--- config.mk ---
export PLATFORM = sky130hd
export DESIGN_NAME = contador_campos_rep_flat
export DESIGN_NICKNAME = d
export VERILOG_FILES = /design/src/rtl/contador_campos_rep_if.sv /design/src/rtl/contador_campos_rep.sv /design/src/flat_wrapper.sv
export SDC_FILE = /design/constraint.sdc
export NUM_CORES = 1
export LEC_CHECK = 0
export ABC_CLOCK_PERIOD_IN_PS = 5300
export BUFFER_PORTS_ARGS = -buffer_cell sky130_fd_sc_hd__buf_2
export CORE_MARGIN = 3
export CORE_UTILIZATION = 25
export CTS_BUF_LIST = sky130_fd_sc_hd__clkbuf_8
export DETAILED_ROUTE_END_ITERATION = 8
export SETUP_SLACK_MARGIN = 0.4
export SLEW_MARGIN = 15
export SYNTH_ARGS = -nofsm -noshare
export SYNTH_HDL_FRONTEND = slang
export SYNTH_SLANG_ARGS = --single-unit
--- constraint.sdc ---
create_clock -name clk -period 5.3 [get_ports clk]
set_input_delay 1.06 -clock clk [delete_from_list [all_inputs] [get_ports clk]]
set_output_delay 1.06 -clock clk [all_outputs]
set_load 0.1 [all_outputs]
--- src/rtl/contador_campos_rep_if.sv ---
// Bundle of edit-path signals between the RTC set-up logic and the field counter.
// master drives buttons, load and limits; slave returns selection, field values and change strobe.
interface contador_campos_rep_if #(
  parameter int NCH = 3,
  parameter int W   = 7
);
  localparam int SW = $clog2(NCH);

  logic            en;
  logic            W_R;
  logic            up;
  logic            down;
  logic            left;
  logic            right;
  logic            ld;
  logic [NCH*W-1:0] ld_data;
  logic [NCH*W-1:0] lim_min;
  logic [NCH*W-1:0] lim_max;
  logic [SW-1:0]   sel;
  logic [NCH*W-1:0] cnt;
  logic            chg;

  modport master (
    output en, W_R, up, down, left, right, ld, ld_data, lim_min, lim_max,
    input  sel, cnt, chg
  );

  modport slave (
    input  en, W_R, up, down, left, right, ld, ld_data, lim_min, lim_max,
    output sel, cnt, chg
  );
endinterface

--- src/rtl/contador_campos_rep.sv ---
// Multi-field up/down editing counter with field select, auto-repeat and parallel load.
// Button levels are edge-detected here; all inputs are sampled, nothing is a valid/ready handshake.
module contador_campos_rep #(
  parameter int NCH      = 3,
  parameter int W        = 7,
  parameter int HOLD_CYC = 50000000,
  parameter int REP_CYC  = 10000000
) (
  input  logic                      clk,
  input  logic                      rst,
  contador_campos_rep_if.slave      bus,
  output logic [1:0]                state_o
);
  localparam int SW   = $clog2(NCH);
  localparam int TMAX = (HOLD_CYC > REP_CYC) ? HOLD_CYC : REP_CYC;
  localparam int TW   = $clog2(TMAX);

  typedef enum logic [1:0] {
    IDLE   = 2'd0,
    HOLD   = 2'd1,
    REPEAT = 2'd2
  } state_t;

  state_t           state_q, state_d;
  logic [TW-1:0]    timer_q, timer_d;
  logic             dir_q, dir_d;
  logic [NCH*W-1:0] cnt_q, cnt_d;
  logic [SW-1:0]    sel_q, sel_d;
  logic             chg_q;
  logic [3:0]       prev_q;

  logic [3:0]   btn;
  logic [3:0]   press;
  logic         sel_chg;
  logic         do_step;
  logic         step_up;
  logic         held;
  logic         other;
  logic [W-1:0] cur, mn, mx, up_val, dn_val;

  assign btn   = {bus.up, bus.down, bus.left, bus.right};
  assign press = btn & ~prev_q;

  // Selection; a simultaneous left+right press cancels out.
  always_comb begin
    sel_d   = sel_q;
    sel_chg = 1'b0;
    if (press[0] && !press[1]) begin
      sel_chg = 1'b1;
      sel_d   = (sel_q == SW'(NCH - 1)) ? '0 : sel_q + 1'b1;
    end else if (press[1] && !press[0]) begin
      sel_chg = 1'b1;
      sel_d   = (sel_q == '0) ? SW'(NCH - 1) : sel_q - 1'b1;
    end
  end

  always_comb begin
    cur    = cnt_q[int'(sel_q) * W +: W];
    mn     = bus.lim_min[int'(sel_q) * W +: W];
    mx     = bus.lim_max[int'(sel_q) * W +: W];
    up_val = (cur >= mx) ? mn : cur + 1'b1;
    dn_val = (cur <= mn || cur > mx) ? mx : cur - 1'b1;
  end

  // Step sequencer: a selection change always drops back to IDLE without stepping.
  always_comb begin
    state_d = state_q;
    timer_d = timer_q;
    dir_d   = dir_q;
    do_step = 1'b0;
    step_up = dir_q;
    held    = dir_q ? bus.up : bus.down;
    other   = dir_q ? bus.down : bus.up;
    if (sel_chg) begin
      state_d = IDLE;
      timer_d = '0;
    end else begin
      case (state_q)
        IDLE: begin
          if (press[3] && !bus.down) begin
            do_step = 1'b1;
            step_up = 1'b1;
            dir_d   = 1'b1;
            timer_d = '0;
            state_d = HOLD;
          end else if (press[2] && !bus.up) begin
            do_step = 1'b1;
            step_up = 1'b0;
            dir_d   = 1'b0;
            timer_d = '0;
            state_d = HOLD;
          end
        end
        HOLD, REPEAT: begin
          if (held && !other) begin
            if (timer_q == ((state_q == HOLD) ? TW'(HOLD_CYC - 1) : TW'(REP_CYC - 1))) begin
              do_step = 1'b1;
              timer_d = '0;
              state_d = REPEAT;
            end else begin
              timer_d = timer_q + 1'b1;
            end
          end else begin
            state_d = IDLE;
            timer_d = '0;
          end
        end
        default: begin
          state_d = IDLE;
          timer_d = '0;
        end
      endcase
    end
  end

  always_comb begin
    cnt_d = cnt_q;
    if (do_step) cnt_d[int'(sel_q) * W +: W] = step_up ? up_val : dn_val;
  end

  // Edge-detect history tracks the buttons every cycle, even across reset, load and freeze.
  always_ff @(posedge clk) begin
    prev_q <= btn;
    if (!rst) begin
      cnt_q   <= '0;
      sel_q   <= '0;
      chg_q   <= 1'b0;
      state_q <= IDLE;
      timer_q <= '0;
      dir_q   <= 1'b0;
    end else if (bus.ld) begin
      cnt_q   <= bus.ld_data;
      chg_q   <= 1'b1;
      state_q <= IDLE;
      timer_q <= '0;
    end else if (bus.W_R || !bus.en) begin
      chg_q   <= 1'b0;
      state_q <= IDLE;
      timer_q <= '0;
    end else begin
      cnt_q   <= cnt_d;
      sel_q   <= sel_d;
      state_q <= state_d;
      timer_q <= timer_d;
      dir_q   <= dir_d;
      chg_q   <= (cnt_d != cnt_q);
    end
  end

  assign bus.cnt = cnt_q;
  assign bus.sel = sel_q;
  assign bus.chg = chg_q;
  assign state_o = state_q;
endmodule
--- src/flat_wrapper.sv ---
// flat-port wrapper written by rule: the top's interface ports become plain ports
module contador_campos_rep_flat 
#(
  parameter int NCH      = 3,
  parameter int W        = 7,
  parameter int HOLD_CYC = 50000000,
  parameter int REP_CYC  = 10000000
)
  (clk, rst, state_o, bus_en, bus_W_R, bus_up, bus_down, bus_left, bus_right, bus_ld, bus_ld_data, bus_lim_min, bus_lim_max, bus_sel, bus_cnt, bus_chg);
  contador_campos_rep_if #(.NCH(NCH), .W(W)) bus_i ();
  input  logic clk;
  input  logic rst;
  output logic [1:0] state_o;
  input wire logic [$bits(bus_i.en)-1:0] bus_en;
  input wire logic [$bits(bus_i.W_R)-1:0] bus_W_R;
  input wire logic [$bits(bus_i.up)-1:0] bus_up;
  input wire logic [$bits(bus_i.down)-1:0] bus_down;
  input wire logic [$bits(bus_i.left)-1:0] bus_left;
  input wire logic [$bits(bus_i.right)-1:0] bus_right;
  input wire logic [$bits(bus_i.ld)-1:0] bus_ld;
  input wire logic [$bits(bus_i.ld_data)-1:0] bus_ld_data;
  input wire logic [$bits(bus_i.lim_min)-1:0] bus_lim_min;
  input wire logic [$bits(bus_i.lim_max)-1:0] bus_lim_max;
  output wire logic [$bits(bus_i.sel)-1:0] bus_sel;
  output wire logic [$bits(bus_i.cnt)-1:0] bus_cnt;
  output wire logic [$bits(bus_i.chg)-1:0] bus_chg;
  assign bus_i.en = bus_en;
  assign bus_i.W_R = bus_W_R;
  assign bus_i.up = bus_up;
  assign bus_i.down = bus_down;
  assign bus_i.left = bus_left;
  assign bus_i.right = bus_right;
  assign bus_i.ld = bus_ld;
  assign bus_i.ld_data = bus_ld_data;
  assign bus_i.lim_min = bus_lim_min;
  assign bus_i.lim_max = bus_lim_max;
  assign bus_sel = bus_i.sel;
  assign bus_cnt = bus_i.cnt;
  assign bus_chg = bus_i.chg;
  contador_campos_rep #(.NCH(NCH), .W(W), .HOLD_CYC(HOLD_CYC), .REP_CYC(REP_CYC)) u_core (.clk(clk), .rst(rst), .bus(bus_i), .state_o(state_o));
endmodule
Word level (Yosys, flattened, before mapping) --
Cells that the tools add are included.
Word-level totals: bits in registers 57, logic and storage cells 94, bits of input ports 72, output and inout port bits 26
Operators by class: reduce and logical (&&, ||, !) cells 21, mux-type cells 38, shifts and indexed selects 5, $lt $le $gt $ge 3, equality and inequality tests 8, add/sub/neg operators 6, bitwise gates (word level) 5, multipliers 1
Operators by type and width (number):
- $mux W26 | 5
- $shiftx A21 B32 Y7 | 3
- $mux W21 | 3
- $pmux W26 S2 | 1
- $neg A32 Y33 | 1
- $shift A7 B33 Y21 const A | 1
- $shiftx A7 B33 Y21 | 1
- $add A26 B1 Y26 const B | 1
- $eq A26 B26 Y1 | 1
- $bwmux W21 | 1
- $mux W7 | 3
- $ne A21 B21 Y1 | 1
- $mux W2 | 8
- $mux W1 | 15
- $add A7 B1 Y7 const B | 1
- $ge A7 B7 Y1 | 1
- $gt A7 B7 Y1 | 1
- $le A7 B7 Y1 | 1
- $sub A7 B1 Y7 const B | 1
- $logic_not A1 Y1 | 6
- $logic_and A1 B1 Y1 | 5
- $mul A2 B3 Y5 const B | 1
- $and A4 B4 Y4 | 1
- $eq A2 B2 Y1 const B | 2
- other kinds (17) | 22

Logic depth before layout (Yosys ltp) --
Gate-level depths: netlist (run 1).
word-level depth 14, mapped depth 16, mapped depth without buffers 13

Worst setup path before layout (run 1) --
Ideal clock, no wire load.
path kind reg2reg, start point reg u_core.sel_q[0], in the netlist u_core.bus.sel[0], end point reg u_core.chg_q, in the netlist u_core.bus.chg, setup slack 0.730 ns, required time 5.165 ns, arrival 4.434 ns, stages on the path, launching flop included 17, clock period less this slack 4.570 ns, buffers on the path 3, cells stage by stage dfxtp_1 > buf_4 > buf_6 > buf_2 > mux2i_1 > nor2_1 > a21oi_1 > ha_1 > a21oi_1 > a21oi_1 > o22ai_1 > a21oi_1 > o32ai_1 > o32ai_1 > a2111o_1 > nor4_2 > a31oi_1
Between the ends: longest elaborated chain between the ends 12, elaborated cells on any way between the ends 21, those cells by class add/sub: 3; mul: 1; order compare: 3; eq/ne: 1; shift: 5; mux: 7; reduce/logical: 1
RTL lines:
- from (decl) | RTL line contador_campos_rep.sv:28 | logic [SW-1:0] sel_q, sel_d;
- from (signal assigned) | RTL line contador_campos_rep.sv:142 | sel_q <= sel_d;
- $mul A2 B3 Y5 (*)
- $shiftx A21 B32 Y7, on equally long branches | RTL line contador_campos_rep.sv:58, contador_campos_rep.sv:59, contador_campos_rep.sv:60
- $le A7 B7 Y1 or $gt A7 B7 Y1 (tied branches) | RTL line contador_campos_rep.sv:62 | dn_val = (cur <= mn || cur > mx) ? mx : cur - 1'b1;
- $logic_or A1 B1 Y1 | RTL line contador_campos_rep.sv:62
- $mux W7 | RTL line contador_campos_rep.sv:62
- $mux W7 | RTL line contador_campos_rep.sv:118 | if (do_step) cnt_d[int'(sel_q) * W +: W] = step_up ? up_val : dn_val;
- $shiftx A7 B33 Y21 | RTL line contador_campos_rep.sv:118
- $bwmux W21 (*) | RTL line contador_campos_rep.sv:118
- $mux W21 (*) | RTL line contador_campos_rep.sv:118
- $ne A21 B21 Y1 (*) | RTL line contador_campos_rep.sv:146 | chg_q <= (cnt_d != cnt_q);
- $mux W1 (*) | RTL line contador_campos_rep.sv:136 | end else if (bus.W_R || !bus.en) begin
- $mux W1 (*) | RTL line contador_campos_rep.sv:131 | end else if (bus.ld) begin
- to (signal assigned) | RTL line contador_campos_rep.sv:146
- to (decl) | RTL line contador_campos_rep.sv:29 | logic chg_q;
Mark *: on every way between the ends. The rest lies on a longest branch, timed or not. A chain may end at the register's enable or synchronous reset.

Worst setup path after layout (run 1) --
Same ends and word-level chain as after synthesis.

==> results of run 1 <==
metal layers:
metal | share of wire | vias to the layer above | track usage
li1 | - | 2322 | -
met4 | 0.025 | 2 | 0.0515
met3 | 0.095 | 39 | 0.0363
met2 | 0.46 | 226 | 0.242
met1 | 0.42 | 2215 | 0.189
met5 | 0.00085 | - | 0
metrics by stage:
stage                     hold slack [ps]  cells  setup WS (ps)  utilization  power (mW)
after floorplan                       472    565            730            -       0.790
after global placement                495    865            875        0.297       0.918
after detailed placement              501    865            900        0.297       0.917
after CTS                             521    881           1000        0.309        1.35
after global routing                  550    881            604        0.309        1.40
final                                 518    881            967        0.309        1.34
synth_stat cells (all sizes together) (3+ instances only):
master,instances
nor2,69
or2,6
o211ai,13
a31oi,8
clkbuf,18
and4,3
a2bb2oi,4
nand2,45
a21o,3
dfxtp,57
nor4bb,3
xor2,15
and3,3
ha,28
nor3,12
o21ai,22
nor2b,5
o22ai,10
a21oi,40
nand3b,4
buf,10
or4,3
nand2b,6
or3,6
a221o,13
o311ai,6
nand4,11
a211oi,6
nor4,9
inv,13
mux2i,26
nand3,15
nor3b,4
o32ai,5
o21a,4
xnor2,10
o211a,25
cells by family after synthesis:
family,Yosys count
xor+xnor,25
buf+inv,42
simple gates,208
compound gates,178
mux,27
flops,57
fa+ha+maj,28
worst max path at each step:
| stage | start | to | slack (ps) | depth (start not counted) |
|---|---|---|---|---|
| 2_1_floorplan | u_core.bus.sel[0] | u_core.bus.chg | 730 | 16 |
| 3_3_place_gp | bus_lim_max[0] | u_core.bus.chg | 880 | 13 |
| 3_5_place_dp | bus_lim_max[0] | u_core.bus.chg | 900 | 13 |
| 4_1_cts | u_core.bus.sel[0] | u_core.bus.chg | 1000 | 14 |
| 5_1_grt | u_core.bus.sel[0] | u_core.bus.chg | 600 | 14 |
| 6_report | u_core.bus.sel[0] | u_core.bus.chg | 970 | 13 |
cell usage in the layout (no fill, tap or decap), drive strengths merged, types with 4 or more instances in the layout:
master   instances
buf            103
nor2b            5
ha              28
dfxtp           57
a211oi           6
nand2b           6
clkinv           4
o21a             4
nand4           11
mux2i           26
o211ai          13
o32ai            5
inv             15
o211a           25
a2bb2oi          4
or2              6
nor4             9
a31oi            8
a21oi           40
xor2            15
o21ai           22
xnor2           10
nand3b           4
a221o           13
nor3b            4
o311ai           6
clkbuf           9
nor2            69
nand2           45
o22ai           10
nor3            12
nand3           15
or3              6
final cells by class:
type	instances	area, sq um
clock buffer	9	124
clock inverter	7	77.6
inverter	14	52.6
fill	1892	12200
timing repair buffer	103	531
sequential	57	1140
multi-input combinational	466	3220
tap	225	282
worst reg2reg max path: cells and delay by family, from the launching register on:
kind / cells / cell delay [ps]
AO/OA/AOI/OAI: 7 / 2440
multiplexers: 1 / 120
AND/OR/NAND/NOR: 3 / 370
adder cells (fa/ha/maj): 1 / 310
buffers and inverters: 1 / 360
flip-flops: 1 / 600
power by group:
group          internal [mW]  total [mW]  switching, mW
registers              0.443       0.469         0.0266
clock network          0.221       0.422          0.202
logic                  0.142       0.448          0.306
total                  0.806        1.34          0.534
flip-flops by register name (all words and copies together), names as in the netlist:
register and flops:
u_core.state_o 2, u_core.bus.sel 2, u_core.dir_q 1, u_core.prev_q 4, u_core.bus.cnt 21, u_core.timer_q 26
u_core.bus.chg 1
==> results.md, run 1 <==
- Status: completed
- Detailed-route wire length: 15200 microns
- Die W: 141 microns
- Port Buffers: 97
- Largest net degree at the start of global routing: 29
- Initial DRC count: 309
- Top cells by area, synth: dfxtp_1 25%, ha_1 7.7%, mux2i_1 5.7%, nor2_1 5.7%, o211a_1 5.5%
- RSZ-0062 raised after global routing: no
- Top_reg_cell synth: dfxtp_1
- Cell Chain, Critical Path: buf_4 > mux2i_1 > o21ai_1 > ha_1 > nand2b_1 > a211o_1 > a21oi_1 > nor2_1 > a311oi_1 > o32ai_1 > a2111o_1 > nor4_2 > a31oi_1
- GRT Total Usage: 0.148
- CP max stage cell: a311oi_1
- Hold-fix buffers, CTS: 0
- Worst hold path type: reg2reg
- Worst hold start: u_core.timer_q[25]
- Longest Clk Path Bufs: 2
- Synth Register Bits: 57
- Grt ovf: 0
- DP HPWL: 11600 microns
- Post-synthesis adder-cell area fraction: 0.0769
- Final setup viols: 0
- Vias/cell: 5.45
- CTS buffer count: 9
- Net Count, Synth: 665
- Areal power density over the cells: 247 nW/um^2
- Vias: 4804
- Post-route ant nets: 0
- Critical path launch point type: register
- DRC errors left: 0
- Fmax achieved: 231 MHz
- Sequential-to-total area share from yosys stat: 0.250
- Max FO, Critical Path: 16
- CTS tree: built
- Max rail drop VDD: 0.000102 V
- Final period utilization: 0.817
- Avg Cell Area, Syn: 8.07 sq um
- Mux contribution to synthesized area: 0.0596
- Worst slew pin tran: 1010 ps
- Area growth syn-to-layout: 19.2%
- CP required: 5520 ps
- Worst R2R End: u_core.bus.chg
- Post-Synth XOR/XNOR Area: 0.0480
- Rel. slew slack: 0.325
- Crit path kind: reg2reg
- Time the worst path needs with I/O delays and setup: 4330 ps
- DR WL/cell: 17.3 microns
- Synth area leader: dfxtp_1
- Initial antenna violation count: 1
- Postcts setup bufs: 0
- Synth warn: 0
- Synth Cell Area: 4560 sq um
- MaxCap Viol Count: 0
- Worst endpoint data arrival time: 4550 ps
- Share of cells above drive strength 1: 0.215
- Vias in the first global route: 4654
- CP delay by family, top: compound AO/OA/AOI/OAI gates
- Compound-Gate Fraction of Synth Area: 0.292
- CTS H-tree lvls: 3
- Worst r2r path cells: 13
- Fin Clk Skew: 15.6 ps
- DRT Pass-1 Iters: 5
- Initial Util: 0.259
- Critical path capture point type: register
- Number of diodes: 0
- Post-Syn Instances: 565
- Final Hold Fails: 0
- Clock slew at reported path FFs: 80 ps
- Clock latency on the worst-skew pair: 350 ps
- CTS root buf: clkbuf_8
- Io pins: 98
- R2R setup slack: 970 ps
- Dpl cell area: 5230 sq um
- Hold Path Sink: u_core.timer_q[25]
- EDFF count, synth: 0
- Hold path cells: 2
- Synth Area in Simple Gates: 0.230
- CTS resizes: 0
- Global-route wire length before repair: 23800 microns
- LEAKAGE: 2.24 nW
- Synth unique cells: 69
- Top cell type's share of synthesized area: 0.250
- WP buf/inv: 1
- Worst path max stage delay: 620 ps
- Die extent in y: 141 microns
- Final GP Congestion: 0.945
- Row count: 48
- RR Startpoint: u_core.bus.sel[0]
- Post-synthesis async set-or-reset flop share: 0
- Setup TNS Final: 0 ps
- Post-route cell area: 5430 sq um
- CTS Sinks: 57
- Nets: 751
- Largest family of logic cells by synthesized area: compound AO/OA/AOI/OAI gates
- Core area: 17600 sq um
- Area of the die: 19900 sq um
- Slew Limit Fails: 0
Power figures use the tool's default switching activity.
==> run 2, diff against run 1 <==
Settings changed: ABC_AREA set to 1, ABC_CLOCK_PERIOD_IN_PS 5300 to 3900.
Clock period 5.3 ns to 3.9 ns, I/O delays scaled along.
==> run 2 against run 1 <==
  * Via count up 15%
  * Setup slack got worse by 360 ps
  * Wire length increased by 4.8%
  * Sequential power up 33%
  * Maximum frequency increased by 32%
  * Utilization rose by 0.98 points
  * Global-route usage down 0.35 points
  * Synthesized area increased by 8.9%
  * Worst hold slack got worse by 47 ps
  * Combinational power increased by 34%
==> results.md, run 2 <==
- Fmax achieved: 304 MHz (+32%)
- RSZ-0062 raised after global routing: no
- Switching pwr: 0.716 mW (+34%)
- MaxCap Viol Count: 0 (unchanged)
- Max FFs per register: 26 (unchanged)
- Synth area leader: dfxtp_1
- Overall Power: 1.82 mW (+36%)
- Area growth syn-to-layout: 22.4%
- GRT Total Usage: 0.144 (-0.00345)
- Placed cell count: 1148 (+33%)
- Initial DRC count: 455 (+47%)
- Worst hold start: u_core.timer_q[5]
- Sequential-to-total area share from yosys stat: 0.230 (-0.0206)
- Max rail drop VDD: 0.000156 V (+53%)
- Initial antenna violation count: 0 (-1)
- Hold Path Sink: u_core.timer_q[5]
- Synth Register Bits: 57 (unchanged)
- Core area: 19100 sq um (+8.4%)
- Largest net degree at the start of global routing: 25 (-14%)
- Share of cells above drive strength 1: 0.223 (+0.00838)
- EDFF count, synth: 0 (unchanged)
- CTS H-tree lvls: 3 (unchanged)
- Rel. slew slack: 0.537 (+0.212)
- Clock Power Share: 0.327 (+0.012)
- Time the worst path needs with I/O delays and setup: 3290 ps (-1040 ps)
- Clock latency on the worst-skew pair: 350 ps (about the same)
- Pre-CTS setup slack: 176 ps (-724 ps)
- Synth warn: 0 (unchanged)
- Final period utilization: 0.844 (+0.0270)
- Post-synthesis async set-or-reset flop share: 0 (unchanged)
- Post-Syn Instances: 807 (+43%)
- Post-route ant nets: 0 (unchanged)
- Port Buffers: 97 (unchanged)
- DR WL/cell: 13.6 microns (-21%)
- Fin Clk Skew: 12.7 ps (-2.92 ps)
- Row count: 50 (+4.2%)
- Net Count, Synth: 907 (+36%)
- Vias/cell: 4.72 (-13%)
- Logic gate share of total power: 0.330 (-0.004)
- Global-route wire length before repair: 25700 microns (+8.1%)
- Grt ovf: 0 (unchanged)
- Worst slew pin tran: 694 ps (-319 ps)
- CTS buffer count: 9 (unchanged)
- Die W: 147 microns (+4.2%)
- Final GP Congestion: 0.954 (+0.95%)
- Critical path capture point type: register
- Detailed-route wire length: 15900 microns (+4.8%)
- CTS tree: built
- Crit path kind: reg2reg
- DRC errors left: 0 (unchanged)
- Commonest non-fill, non-tap cell in the layout: nand2_1
- DRT Pass-1 Iters: 5 (unchanged)
- Io pins: 98 (unchanged)
- DP HPWL: 12600 microns (+8.3%)
- Longest Clk Path Bufs: 2 (unchanged)
- Worst r2r path cells: 24 (+11)
- Vias: 5519 (+15%)
- Most flop-heavy register: u_core.timer_q
- Area of the die: 21600 sq um (+8.6%)
- Number of diodes: 0 (unchanged)
- Avg Cell Area, Syn: 6.15 sq um (-24%)
- Worst hold path type: reg2reg
- Status: completed
- Max FO, Critical Path: 18 (+2)
- Switching Fraction: 0.394 (-0.00438)
- Post-route insts no fill: 1169 (+33%)
- Worst R2R End: u_core.bus.chg
- CTS Sinks: 57 (unchanged)
- Top_reg_cell synth: dfxtp_1
- Commonest cells after routing, fill and taps aside: 213 x nand2_1, 97 x buf_2, 94 x inv_1
- Critical path launch point type: register
- Initial Util: 0.260 (+0.00123)
- Slack of the critical path: 607 ps (-361 ps)
- Vias in the first global route: 5127 (+10%)
- Top cell type's share of synthesized area: 0.230 (-0.0206)
- LEAKAGE: 2.77 nW (+24%)
- CTS root buf: clkbuf_8
- Top cells by area, synth: dfxtp_1 23%, nand2_1 16%, nand3_1 7.9%, inv_1 7.2%, ha_1 7.1%
- Hold path cells: 2 (unchanged)
- RR Startpoint: u_core.bus.sel[1]
- Setup TNS Final: 0 ps (unchanged)
- CP required: 4120 ps (-1400 ps)
- R2R setup slack: 610 ps (-360 ps)
- Top post-synthesis cells by count: 215 x nand2_1, 95 x inv_1, 83 x nor2_1, 78 x nand3_1, 57 x dfxtp_1
- Final setup viols: 0 (unchanged)
- Clock slew at reported path FFs: 80 ps (about the same)
- Pint: 1.10 mW (+37%)
- Slew Limit Fails: 0 (unchanged)
- Nets: 1004 (+34%)
- Areal power density over the cells: 299 nW/um^2 (+21%)
- Synth unique cells: 48 (-30%)
- Synth Cell Area: 4970 sq um (+8.9%)
- Worst endpoint data arrival time: 3520 ps (-1030 ps)
- Seq pwr share: 0.343 (-0.007)
- Top-count cell post-synth: nand2_1
- Die extent in y: 147 microns (+4.2%)
- Layout Utilization: 0.318 (+0.00983)
- Final Hold Fails: 0 (unchanged)
==> run 2: through the flow <==
step | hold WS (ps) | instance area [sq um]
after floorplan | 434 | 4970
final | 471 | 6080
after CTS | 474 | 5930
after global placement | 448 | 5710
after detailed placement | 462 | 5710
after global routing | 515 | 6080
==> run 2: cell type report <==
| type | instances | area (sq um) |
|---|---|---|
| fillers | 2160 | 13000 |
| multi-input cells | 615 | 3330 |
| flip-flops and latches | 57 | 1150 |
| repair buffers | 113 | 647 |
| inverters | 108 | 410 |
| well taps | 260 | 325 |
| clock buffers | 10 | 138 |
| clock inverters | 6 | 72.6 |
==> run 2: worst max-delay path, cell delays in order (launching register included) <==
cell and delay [ps]:
dfxtp_4 400, inv_2 80, nor2_4 130, buf_12 180, nand2_1 60, nand2_1 120
inv_1 60, ha_1 280, nand2_1 80, nor2_2 130, nand4_1 200, nand2_2 190
nand2_2 120, a21oi_1 170, nor2_2 100, nor2_8 140, nand2_2 60, nand3_1 70
nand2_1 70, nor2_1 110, nand2_1 60, nor2_1 130, nand3_1 80, nor2_1 100
nor2_1 50
==> run 2: worst max path at each step <==
| stage | start | end | slack, ps | cells after the start |
|---|---|---|---|---|
| 6_report | u_core.bus.sel[1] | u_core.bus.chg | 610 | 24 |
| 3_3_place_gp | bus_lim_max[2] | u_core.bus.chg | 180 | 22 |
| 5_1_grt | u_core.bus.sel[1] | u_core.bus.chg | 380 | 26 |
| 3_5_place_dp | bus_lim_max[2] | u_core.bus.chg | 180 | 22 |
| 4_1_cts | u_core.bus.sel[1] | u_core.bus.chg | 420 | 24 |
| 2_1_floorplan | u_core.bus.sel[0] | u_core.bus.chg | 460 | 25 |
==> run 2: metal layers <==
layer  share of wire  GRT usage
met2            0.43      0.225
met4           0.018     0.0410
met3           0.073     0.0296
met5               0          0
met1            0.48      0.202
==> run 2: timing repair <==
item,4_1_cts,5_1_grt
pin swaps,0,7
setup buffers,0,4
endpoints found under the setup margin,1,3
hold buffers,0,0
resized for setup,3,26
cloned,0,1
==> run 2: kinds of logic (layout without fill, tap and decap cells) <==
kind of cell	Yosys count	in the layout	synth area share
fa+ha+maj	28	28	0.0705
flops	57	57	0.230
buf+inv	136	237	0.115
mux	1	1	0.00202
xor+xnor	6	6	0.0106
compound gates	125	125	0.149
simple gates	454	455	0.423
==> run 2: power by group through the flow <==
stage | Clock, mW | Sequential [mW] | Combinational (mW)
4_1_cts | 0.612 | 0.624 | 0.569
3_5_place_dp | 0 | 0.638 | 0.566
6_report | 0.594 | 0.623 | 0.600
3_3_place_gp | 0 | 0.638 | 0.565
2_1_floorplan | 0 | 0.734 | 0.319
5_1_grt | 0.641 | 0.625 | 0.660
==> run 3, diff against run 2 <==
Settings changed: ABC_CLOCK_PERIOD_IN_PS 3900 to 3400.
Clock period 3.9 ns to 3.4 ns, I/O delays scaled along.
==> run 3 against run 2 <==
  * Sequential cell count is the same
  * Critical path depth shrank 1
  * Via count grew 4.8%
==> results.md, run 3 (synthesis gave the netlist of run 2 again) <==
- Clock Power Share: 0.297 (-0.030)
- R2R setup slack: 100 ps (-510 ps)
- Critical path launch point type: register
- Vias/cell: 4.71 (-0.14%)
- Worst slew pin tran: 696 ps (+2.27 ps)
- Final period utilization: 0.972 (+0.127)
- DRT Pass-1 Iters: 5 (unchanged)
- Post-route cell area: 6950 sq um (+14%)
- Worst hold path type: in2reg
- Share of cells above drive strength 1: 0.341 (+0.118)
- Initial DRC count: 443 (-2.6%)
- Die W: 147 microns (unchanged)
- Metal3 WL: 1090 microns (-6.5%)
- Worst hold start: bus_left
- Seq pwr share: 0.308 (-0.035)
- Global-route wire length before repair: 27200 microns (+5.7%)
- Area growth syn-to-layout: 39.9%
- Worst R2R End: u_core.bus.chg
- DR WL/cell: 14.1 microns (+3.4%)
- Final Hold Fails: 0 (unchanged)
- MaxCap Viol Count: 0 (unchanged)
- Row count: 50 (unchanged)
- Hold Path Sink: u_core.prev_q[1]
- RR Startpoint: u_core.bus.sel[0]
- Crit path kind: reg2reg
- CTS root buf: clkbuf_8
- DRC errors left: 0 (unchanged)
- LEAKAGE: 3.15 nW (+13%)
- Nets: 1062 (+5.8%)
- Number of diodes: 0 (unchanged)
- Met1 wire length: 7730 microns (+0.61%)
- Switching Fraction: 0.381 (-0.0138)
- Top Layer Used: met5
- Longest Clk Path Bufs: 2 (unchanged)
- CTS buffer count: 9 (unchanged)
- Time the worst path needs with I/O delays and setup: 3300 ps (+10.2 ps)
- CP max stage cell: dfxtp_4
- Initial antenna violation count: 1 (+1)
- Logic gate share of total power: 0.395 (+0.065)
- Commonest non-fill, non-tap cell in the layout: nand2_1
- Most flop-heavy register: u_core.timer_q
- Fmax achieved: 303 MHz (-0.31%)
- Post-route ant nets: 0 (unchanged)
- Initial Util: 0.260 (unchanged)
- DP HPWL: 12700 microns (+1.2%)
- Die extent in y: 147 microns (unchanged)
- Max FFs per register: 26 (unchanged)
- Largest net degree at the start of global routing: 26 (+4.0%)
- Pre-CTS setup slack: -175 ps (-351 ps)
- CP required: 3640 ps (-480 ps)
- Worst endpoint data arrival time: 3550 ps (+30 ps)
- Slack of the critical path: 96.5 ps (-510 ps)
- Dpl cell area: 5940 sq um (+4.1%)
- Clock latency on the worst-skew pair: 350 ps (about the same)
- DR WL met2: 7940 microns (+17%)
- Fin Clk Skew: 12.6 ps (-0.147 ps)
- Status: completed
- Setup TNS Final: 0 ps (unchanged)
- Detailed-route wire length: 17300 microns (+8.6%)
- Worst r2r path cells: 23 (-4.2%)
- Core area: 19100 sq um (unchanged)
- Port Buffers: 97 (unchanged)
- Cell Chain, Critical Path: buf_12 > inv_12 > nand2_1 > nand3_1 > nand2_1 > ha_4 > nand2_4 > nor2_2 > nand2_2 > a21oi_4 > buf_4 > buf_6 > nand3_1 > nand3_2 > nand2_4 > nand4_1 > o21ai_0 > nor2_1 > nand2_1 > nor2_2 > nand3_1 > nor2_1 > nor2_1
- Hold path cells: 1 (-1)
- CTS Sinks: 57 (unchanged)
- Vias: 5785 (+4.8%)
- RSZ-0062 raised after global routing: yes
- Vias in the first global route: 5511 (+7.5%)
- Areal power density over the cells: 335 nW/um^2 (+12%)
- Fillers: 2037 (-5.7%)
- Hold-fix buffers, CTS: 0 (unchanged)
- CTS tree: built
- Max rail drop VDD: 0.000150 V (-3.5%)
- GRT Total Usage: 0.154 (+0.00946)
- Final setup viols: 0 (unchanged)
- Max FO, Critical Path: 17 (-1)
- Clock slew at reported path FFs: 70 ps (about the same)
- Worst path max stage delay: 400 ps (about the same)
- CTS H-tree lvls: 3 (unchanged)
- Hold Slack: 435 ps (-36.5 ps)
- Slew Limit Fails: 0 (unchanged)
- Final GP Congestion: 0.899 (-5.8%)
- Area of the die: 21600 sq um (unchanged)
- Pint: 1.44 mW (+31%)
- Switching pwr: 0.887 mW (+24%)
- Critical path capture point type: register
- Io pins: 98 (unchanged)
- Grt ovf: 0 (unchanged)
- Rel. slew slack: 0.535 (-0.00152)
- Overall Power: 2.33 mW (+28%)
- Commonest cells after routing, fill and taps aside: 194 x nand2_1, 97 x buf_2, 91 x inv_1
==> run 3: metal layers <==
layer,global-route usage,vias to the layer above
met1,0.195,2602
li1,-,2957
met4,0.0643,2
met2,0.254,186
met5,0,-
met3,0.0318,38
==> run 3: worst max path at each step <==
stage	startpoint	end	slack, ps	cells past startpoint
2_1_floorplan	u_core.bus.sel[0]	u_core.bus.chg	330	25
3_3_place_gp	bus_lim_min[0]	u_core.bus.chg	-130	21
3_5_place_dp	bus_lim_min[0]	u_core.bus.chg	-180	21
4_1_cts	u_core.bus.sel[0]	u_core.bus.chg	280	22
5_1_grt	u_core.bus.sel[0]	u_core.bus.chg	-40	23
6_report	u_core.bus.sel[0]	u_core.bus.chg	100	23
==> run 3: final cells by class <==
cell class	count	area, sq um	share of cell area
multi-input cells	616	3660	0.527
flip-flops and latches	57	1170	0.169
repair buffers	170	1150	0.166
inverters	108	423	0.0609
well taps	260	325	0.0468
clock buffers	9	124	0.0178
clock inverters	7	87.6	0.0126
==> run 3: power groups by stage <==
stage,Clock (mW),Sequential [mW],Combinational [mW]
final,0.693,0.717,0.920
after global routing,0.740,0.720,0.999
after CTS,0.709,0.717,0.796
after detailed placement,0,0.730,0.702
after global placement,0,0.731,0.701
after floorplan,0,0.845,0.384
==> run 3: what timing repair did <==
action,4_1_cts,5_1_grt
buffers inserted,24,17
gates cloned,2,1
pin swaps,38,39
setup endpoints to repair,3,17
gates resized for setup,50,52
==> run 3: critical path: cells and delay by family, from the launching register on <==
kind	cells	cell delay, ps
AND/OR/NAND/NOR	16	1590
buffers and inverters	4	480
flip-flops	1	400
adder cells (fa/ha/maj)	1	380
AO/OA/AOI/OAI	2	320
==> run 3: stage by stage <==
stage,std cells,util
after detailed placement,1167,0.311
after CTS,1209,0.345
final,1227,0.364
after floorplan,807,-
after global placement,1167,0.311
after global routing,1227,0.364
